$ cat src/rtl/rr_arb_mux_pkg.sv
// Shared definitions for the round-robin arbitrated mux and its arbiter.
package rr_arb_mux_pkg;

  localparam int CHANNELS_MAX = 16;

  // Searches req starting one past last and wrapping at n. Returns any_req.
  // idx holds the first requester found, or 0 when nothing requests.
  function automatic logic rr_pick(input logic [CHANNELS_MAX-1:0] req,
                                   input int last, input int n,
                                   output int idx);
    logic found;
    int   cand;
    found = 1'b0;
    idx   = 0;
    for (int k = 1; k <= CHANNELS_MAX; k++) begin
      cand = (last + k) % n;
      if (k <= n && !found && req[cand]) begin
        found = 1'b1;
        idx   = cand;
      end
    end
    return found;
  endfunction

endpackage

$ cat src/rtl/rr_arb_mux_arbiter.sv
// Combinational round-robin grant: priority rotates to the channel after last.
module rr_arbiter
  import rr_arb_mux_pkg::*;
#(
  parameter int  CHANNELS = 4,
  localparam int SEL_W    = $clog2(CHANNELS)
) (
  input  logic [CHANNELS-1:0] req,
  input  logic [SEL_W-1:0]    last,
  output logic [SEL_W-1:0]    grant,
  output logic                any_req
);

  always_comb begin
    int idx;
    idx     = 0;
    any_req = rr_pick(CHANNELS_MAX'(req), int'(last), CHANNELS, idx);
    grant   = SEL_W'(idx);
  end

endmodule

$ cat src/rtl/rr_arb_mux.sv
// N-channel round-robin arbitrated mux with a one-entry output register.
// Define RR_ARB_MUX_LOCK_EN to add in_lock for multi-beat burst locking.
module rr_arb_mux
  import rr_arb_mux_pkg::*;
#(
  parameter int  WIDTH    = 32,
  parameter int  CHANNELS = 4,
  localparam int SEL_W    = $clog2(CHANNELS)
) (
  input  logic                      clk,
  input  logic                      rst_n,
  input  logic [CHANNELS*WIDTH-1:0] in_data,
  input  logic [CHANNELS-1:0]       in_valid,
`ifdef RR_ARB_MUX_LOCK_EN
  input  logic [CHANNELS-1:0]       in_lock,
`endif
  output logic [CHANNELS-1:0]       in_ready,
  output logic [WIDTH-1:0]          out_data,
  output logic                      out_valid,
  input  logic                      out_ready,
  output logic [SEL_W-1:0]          out_sel
);

  logic [WIDTH-1:0] data_p1;
  logic [SEL_W-1:0] sel_p1;
  logic             vld_p1;
  logic [SEL_W-1:0] last_grant;

  logic [SEL_W-1:0] rr_grant;
  logic             rr_any;
  logic [SEL_W-1:0] grant;
  logic             any_req;
  logic             load_en;

  rr_arbiter #(.CHANNELS(CHANNELS)) u_arb (
    .req     (in_valid),
    .last    (last_grant),
    .grant   (rr_grant),
    .any_req (rr_any)
  );

  assign load_en = !vld_p1 | out_ready;

`ifdef RR_ARB_MUX_LOCK_EN
  logic             lock_p1;
  logic [SEL_W-1:0] lock_ch_p1;

  // A locked burst owns the output; an idle locked source yields no grant.
  always_comb begin
    grant   = rr_grant;
    any_req = rr_any;
    if (lock_p1) begin
      grant   = lock_ch_p1;
      any_req = in_valid[lock_ch_p1];
    end
  end

  always_ff @(posedge clk or negedge rst_n) begin
    if (!rst_n) begin
      lock_p1    <= 1'b0;
      lock_ch_p1 <= '0;
    end else if (load_en && any_req) begin
      lock_p1    <= in_lock[grant];
      lock_ch_p1 <= grant;
    end
  end
`else
  assign grant   = rr_grant;
  assign any_req = rr_any;
`endif

  always_comb begin
    in_ready = '0;
    for (int i = 0; i < CHANNELS; i++)
      in_ready[i] = load_en & any_req & (grant == SEL_W'(i));
  end

  // Stage p1: output register, loaded whenever it is empty or being drained.
  always_ff @(posedge clk or negedge rst_n) begin
    if (!rst_n) begin
      data_p1    <= '0;
      sel_p1     <= '0;
      vld_p1     <= 1'b0;
      last_grant <= SEL_W'(CHANNELS - 1);
    end else if (load_en) begin
      if (any_req) begin
        data_p1    <= in_data[int'(grant)*WIDTH +: WIDTH];
        sel_p1     <= grant;
        vld_p1     <= 1'b1;
        last_grant <= grant;
      end else begin
        vld_p1 <= 1'b0;
      end
    end
  end

  assign out_data  = data_p1;
  assign out_sel   = sel_p1;
  assign out_valid = vld_p1;

endmodule
$ cat config.mk
export PLATFORM = sky130hd
export DESIGN_NAME = rr_arb_mux
export DESIGN_NICKNAME = d
export VERILOG_FILES = /design/src/rtl/rr_arb_mux_pkg.sv /design/src/rtl/rr_arb_mux_arbiter.sv /design/src/rtl/rr_arb_mux.sv
export SDC_FILE = /design/constraint.sdc
export NUM_CORES = 1
export LEC_CHECK = 0
export ABC_AREA = 1
export CORE_MARGIN = 5
export CORE_UTILIZATION = 30
export CTS_BUF_LIST = sky130_fd_sc_hd__clkbuf_8
export CTS_CLUSTER_SIZE = 25
export DETAILED_ROUTE_END_ITERATION = 7
export PLACE_DENSITY = 0.69
export SYNTH_ARGS = -nofsm -noshare
export SYNTH_HDL_FRONTEND = slang
export SYNTH_HIERARCHICAL = 1
export SYNTH_SLANG_ARGS = --single-unit
export TNS_END_PERCENT = 5
$ cat constraint.sdc
create_clock -name clk -period 5.3 [get_ports clk]
set_input_delay 1.325 -clock clk [delete_from_list [all_inputs] [get_ports clk]]
set_output_delay 1.325 -clock clk [all_outputs]
set_load 0.01 [all_outputs]
==> impl_metrics.yaml, run 1 <==
route:
  drtIter0Drc: 195
  vias: 3778
  routed_wirelength_mm: 10.2
  post_drt_wl_per_cell_um: 11.6
  firstDrtPassIters: 5
  drcViolationCount: 0
  ant_nets: 0
  vias_per_cell: 4.28
yosys:
  yosysUniqueCellTypes: 17
  synth_area_leader_cell: "nand2_1"
  synth_nets: 722
  syn_inst: 587
  netlist_area_mm2: 0.00322
  synth_top_area_share_pct: 33.3
  yosys_register_bits: 37
  ys_seq_area_share_pct: 28.8
  synthTopCellsByArea: "nand2_1 (33%), dfrtp_1 (27%), inv_1 (16%)"
  ys_warn_count: 6
  avgSynthCellArea_um2: 5.49
critical_path:
  cp-end-kind: "primary output"
  path_cells: "clkdlybuf4s50_1 > nand2_1 > nand2_1 > nand2_2 > nand2_4 > nor2_1 > a21oi_1 > nand3_2 > nor2_1 > clkdlybuf4s50_1"
  cp_slowest_stage_delay_ns: 0.55
  start_kind: "input port"
  required_ns: 3.97
  crit_path_max_fanout: 5
  critPathTopFamily: "buffers and inverters"
  slowest_stage: "clkdlybuf4s50_1"
  path_buf_inv: 2
  arrival_ns: 3.35
  path_class: "in -> out"
sta:
  finalHoldViolCount: 0
  final.setup.tns_ns: 0
  rsz0062_at_grt: "no"
  fin_worst_skew_ns: 0.00291
  setup_viol: 0
  max_slew_margin_pct: 44.4
  layout_min_cycle_time_ns: 4.67
  maxSlewViolCount: 0
  fmax_mhz: 214
  fin_crit_sh_pct: 88.1
  worstMarginPinSlew_ns: 0.833
  setup_ws_ns: 0.629
place:
  dp_hpwl_mm: 7.94
  dp_slack_ns: 0.642
  portBuffers: 173
  dp.cells: 875
  place_congestion: 0.943
status:
  status: "completed"
clock_network:
  clkSlewWorstSetupHoldPaths_ns: 0.07
  clkSinkCount: 37
  hold_buffers: 0
  htree_num_levels: 2
  cts_resized: 0
  insertion_delay_ns: 0.28
  tritoncts: "done"
  cts_setup_buffers: 0
  cts-root-buf: "clkbuf_8"
  numCtsBuffers: 5
  clk_path_buf_depth: 2
grt:
  grt_pass1_vias: 3672
  grt_pass1_wl_mm: 16.5
  grt_overflow: 0
  grt_usage_pct: 15.3
  grt_max_degree: 65
  antenna_found_initial: 0
floorplan:
  die_w_um: 114
  row_count: 37
  die_area_mm2: 0.0129
  start_util_pct: 30.9
  io_pins: 174
  die_y_um: 114
  coreArea_mm2: 0.0104
cells_and_area:
  final_nets: 881
  diodes: 0
  drive_gt1_share_pct: 4.02
  final_cells: 882
  final_util_pct: 48.9
  syn2layout_area_growth_pct: 58.1
power_and_ir_drop:
  leakage_nw: 2.93
  powerDensity_mw_per_mm2: 683
  peakVddDrop_mv: 1.39
job:
  drv_cap: 0
worst_hold_path:
  hold_path.class: "reg -> reg"
## cells in the mapped netlist
cell	count
nand4_1	3
o21a_1	1
nand3_1	74
dfstp_2	2
dfrtp_1	35
buf_6	6
inv_1	134
a21oi_1	2
inv_2	3
nand2_4	3
buf_2	17
buf_4	2
nand2_1	286
nor2_1	10
nand2_2	4
clkbuf_1	4
nor2_8	1
## registers in the layout (all words and copies together), names as in the netlist
signal	cells
out_valid	1
out_sel	2
last_grant	2
out_data	32
## final timing paths
path                               start            to  slack (ns)  cells after the start
min in group asynchronous          rst_n     out_valid        1.15                      1
max in group asynchronous          rst_n   out_data[7]        3.63                      1
min reg2reg                 out_data[30]  out_data[30]        0.47                      2
max reg2reg                last_grant[0]  out_data[20]        2.58                     14
max                          in_valid[0]   in_ready[2]        0.63                     10
min                         out_data[30]  out_data[30]        0.47                      2
## tightest hold or removal path, delay by kind of cell (launching register included)
family           cells  cell delay (ns)
AND/OR/NAND/NOR      2             0.10
flip-flops           1             0.34
## power by group
group          switching [mW]  internal (mW)
combinational            1.66           1.07
clock                  0.0907          0.101
sequential             0.0945          0.456
total                    1.85           1.63
## per-stage QoR
stage          area (um2)  hold slack (ns)  power (mW)
6_report             5090            0.475        3.48
5_1_grt              5090            0.498        3.92
3_3_place_gp         5010            0.461        3.25
2_1_floorplan        3220            0.487        2.59
3_5_place_dp         5010            0.464        3.31
4_1_cts              5090            0.483        3.52
## per-layer routing
layer	track usage, %	up-vias	part of all wire (%)	routed length [um]
met2	26.4	145	47	4800
met4	4.25	0	1.5	155
li1	-	1999	-	-
met5	0	-	0	0
met1	18.5	1617	43	4400
met3	4.40	17	8.3	849
## cell usage in the layout (no fill, tap or decap)
master,count
inv_1,135
nand2_4,3
nor2_1,10
nand3_2,2
nand2_2,4
nor2_8,1
clkbuf_8,6
buf_4,8
buf_2,1
inv_2,3
dfrtp_1,35
clkdlybuf4s50_1,172
o21a_1,1
nand4_1,3
dfstp_2,2
nand3_1,72
nand2_1,286
a21oi_1,2
## cells by family after synthesis
kind of cell	count (synthesis)	share of synthesized area (%)
AOI/OAI and AO/OA	3	0.544
buffers and inverters	166	21.6
DFF	37	28.8
and+or+nand+nor	381	49.0
## area by class of cell
class                           count  area [um2]
Clock buffer                        6        82.6
Clock inverter                      1        3.75
Fill cell                        1074        5320
Inverter                          137         514
Multi-Input combinational cell    384        1610
Sequential cell                    37         928
Tap cell                          136         170
Timing Repair Buffer              181        1790
Power figures use the tool's default switching activity.
==> run 2, diff against run 1 <==
--- a/config.mk
+++ b/config.mk
@@ -6,7 +6,6 @@
 export NUM_CORES = 1
 export LEC_CHECK = 0
 export ABC_AREA = 1
-export CORE_MARGIN = 5
 export CORE_UTILIZATION = 30
 export CTS_BUF_LIST = sky130_fd_sc_hd__clkbuf_8
 export CTS_CLUSTER_SIZE = 25
==> run 2 against run 1 <==
Maximum frequency fell by 4.5%. Setup slack worse by 0.22 ns. Sequential power barely moved. First-iteration DRC count fell by 7.7%. Die area fell by 14%. Clock skew hardly changed. Sequential share of layout area is 0.054 points lower. Clock power is 11% higher. Count of clock-buffer cells in the layout grew 1. Wire length fell by 3.0%. Power up 0.98%.
==> impl_metrics.yaml, run 2 (synthesis results as in run 1) <==
power_and_ir_drop:
  finalPower_mw: 3.51
  peakVddDrop_mv: 0.610
  powerDensity_mw_per_mm2: 688
  leakage_nw: 2.94
cells_and_area:
  final_nets: 881
  multi_input_area_mm2: 0.00161
  drive_gt1_share_pct: 4.28
  mostFrequentLayoutCell: "nand2_1"
  seq_area_um2: 928
  fillCellCount: 1070
  syn2layout_area_growth_pct: 58.5
  mostFrequentLayoutCells: "nand2_1 (286), clkdlybuf4s50_1 (172), inv_1 (134)"
  largest_register_ffs: 32
  diodes: 0
clock_network:
  numCtsBuffers: 5
  clkSinkCount: 37
  htree_num_levels: 2
  cts_setup_buffers: 0
  tritoncts: "done"
  insertion_delay_ns: 0.28
  cts-root-buf: "clkbuf_8"
  clk_path_buf_depth: 2
  cts_resized: 0
  clkSlewWorstSetupHoldPaths_ns: 0.07
  hold_buffers: 0
status:
  status: "completed"
floorplan:
  row_count: 37
  start_util_pct: 31.1
  die_w_um: 106
  die_area_mm2: 0.0112
  io_pins: 174
  die_y_um: 106
  coreArea_mm2: 0.0104
sta:
  finalHoldViolCount: 0
  fmax_mhz: 204
  setup_viol: 0
  rsz0062_at_grt: "no"
  layout_min_cycle_time_ns: 4.89
  fin_worst_skew_ns: 0.00338
  fin_crit_sh_pct: 92.3
  maxSlewViolCount: 0
  worstMarginPinSlew_ns: 0.821
  max_slew_margin_pct: 45.3
  final.setup.tns_ns: 0
critical_path:
  slowest_stage: "clkdlybuf4s50_1"
  crit_top_cell: "nand2_1"
  start_kind: "input port"
  critPathTopFamily: "buffers and inverters"
  required_ns: 3.97
  path_class: "in -> out"
  path_buf_inv: 3
  crit_path_max_fanout: 18
  cp-end-kind: "primary output"
  arrival_ns: 3.57
  r2r_setup_slack_ns: 2.53
  cp_slowest_stage_delay_ns: 0.54
  path_cells: "clkdlybuf4s50_1 > nand2_2 > nand2_1 > nand2_1 > nand2_4 > nor2_8 > nand4_1 > nand2_2 > inv_2 > nand2_1 > nor2_1 > clkdlybuf4s50_1"
route:
  vias: 3802
  drcViolationCount: 0
  routed_wirelength_mm: 9.89
  drtIter0Drc: 180
  ant_nets: 0
  vias_per_cell: 4.31
  firstDrtPassIters: 4
  post_drt_wl_per_cell_um: 11.2
grt:
  antenna_found_initial: 0
  grt_pass1_vias: 3667
  grt_max_degree: 66
  grt_usage_pct: 18.6
  grt_overflow: 0
  grt_pass1_wl_mm: 16.8
place:
  portBuffers: 173
  dp_hpwl_mm: 7.48
  place_congestion: 0.936
job:
  drv_cap: 0
worst_hold_path:
  hold_path.class: "reg -> reg"
[run 2: changes by cell type in the layout (fill, tap and decap cells not counted), sizes merged]
cell,change
clkbuf,+1
clkinv,+1
inv,-1
[run 2: path summary, 6_finish.rpt]
kind	start	endpoint	depth (start not counted)
max	in_valid[3]	in_ready[2]	12
min	out_data[1]	out_data[1]	2
max reg2reg	last_grant[0]	out_data[20]	14
min reg2reg	out_data[1]	out_data[1]	2
max in group asynchronous	rst_n	out_data[18]	1
min in group asynchronous	rst_n	out_data[19]	1
[run 2: worst reg2reg max path, stage by stage, from the launching register on]
cell and delay (ns):
dfstp_2 0.66, inv_1 0.18, nand2_1 0.11, nand2_1 0.10, nand2_1 0.16, nand2_4 0.09
nor2_8 0.13, nand3_1 0.12, nand3_2 0.14, buf_4 0.54, nand2_1 0.18, nand3_1 0.12
nand2_1 0.05, nand2_1 0.05, nand2_1 0.05
[run 2: final cells by class]
type                            count  share of cell area (%)
Clock buffer                        7                    1.89
Clock inverter                      1                  0.0980
Tap cell                          136                    3.33
Multi-Input combinational cell    384                    31.5
Timing Repair Buffer              181                    35.0
Inverter                          137                    10.1
Sequential cell                    37                    18.2
[run 2: metrics by stage]
step	setup slack [ns]	hold WS, ns	util (%)	instances	cell area [um2]
after detailed placement	0.416	0.464	48.3	875	5010
final	0.409	0.477	49.3	883	5110
after floorplan	1.47	0.487	-	587	3220
after CTS	0.408	0.484	49.3	883	5110
after global placement	0.522	0.461	48.3	875	5010
after global routing	0.213	0.496	49.3	883	5110
[run 2: routing by layer]
layer  track usage, %  vias to the layer above  wire (um)
met1             22.6                     1673       4270
met4             3.97                        0         97
met5                0                        -          0
met2             33.1                      121       4800
li1                 -                     1999          -
met3             4.39                        9        724
[run 2: power breakdown]
| group | switching, mW | total (mW) | internal [mW] |
|---|---|---|---|
| registers | 0.0973 | 0.553 | 0.456 |
| logic | 1.68 | 2.75 | 1.07 |
| clock network | 0.0954 | 0.213 | 0.117 |
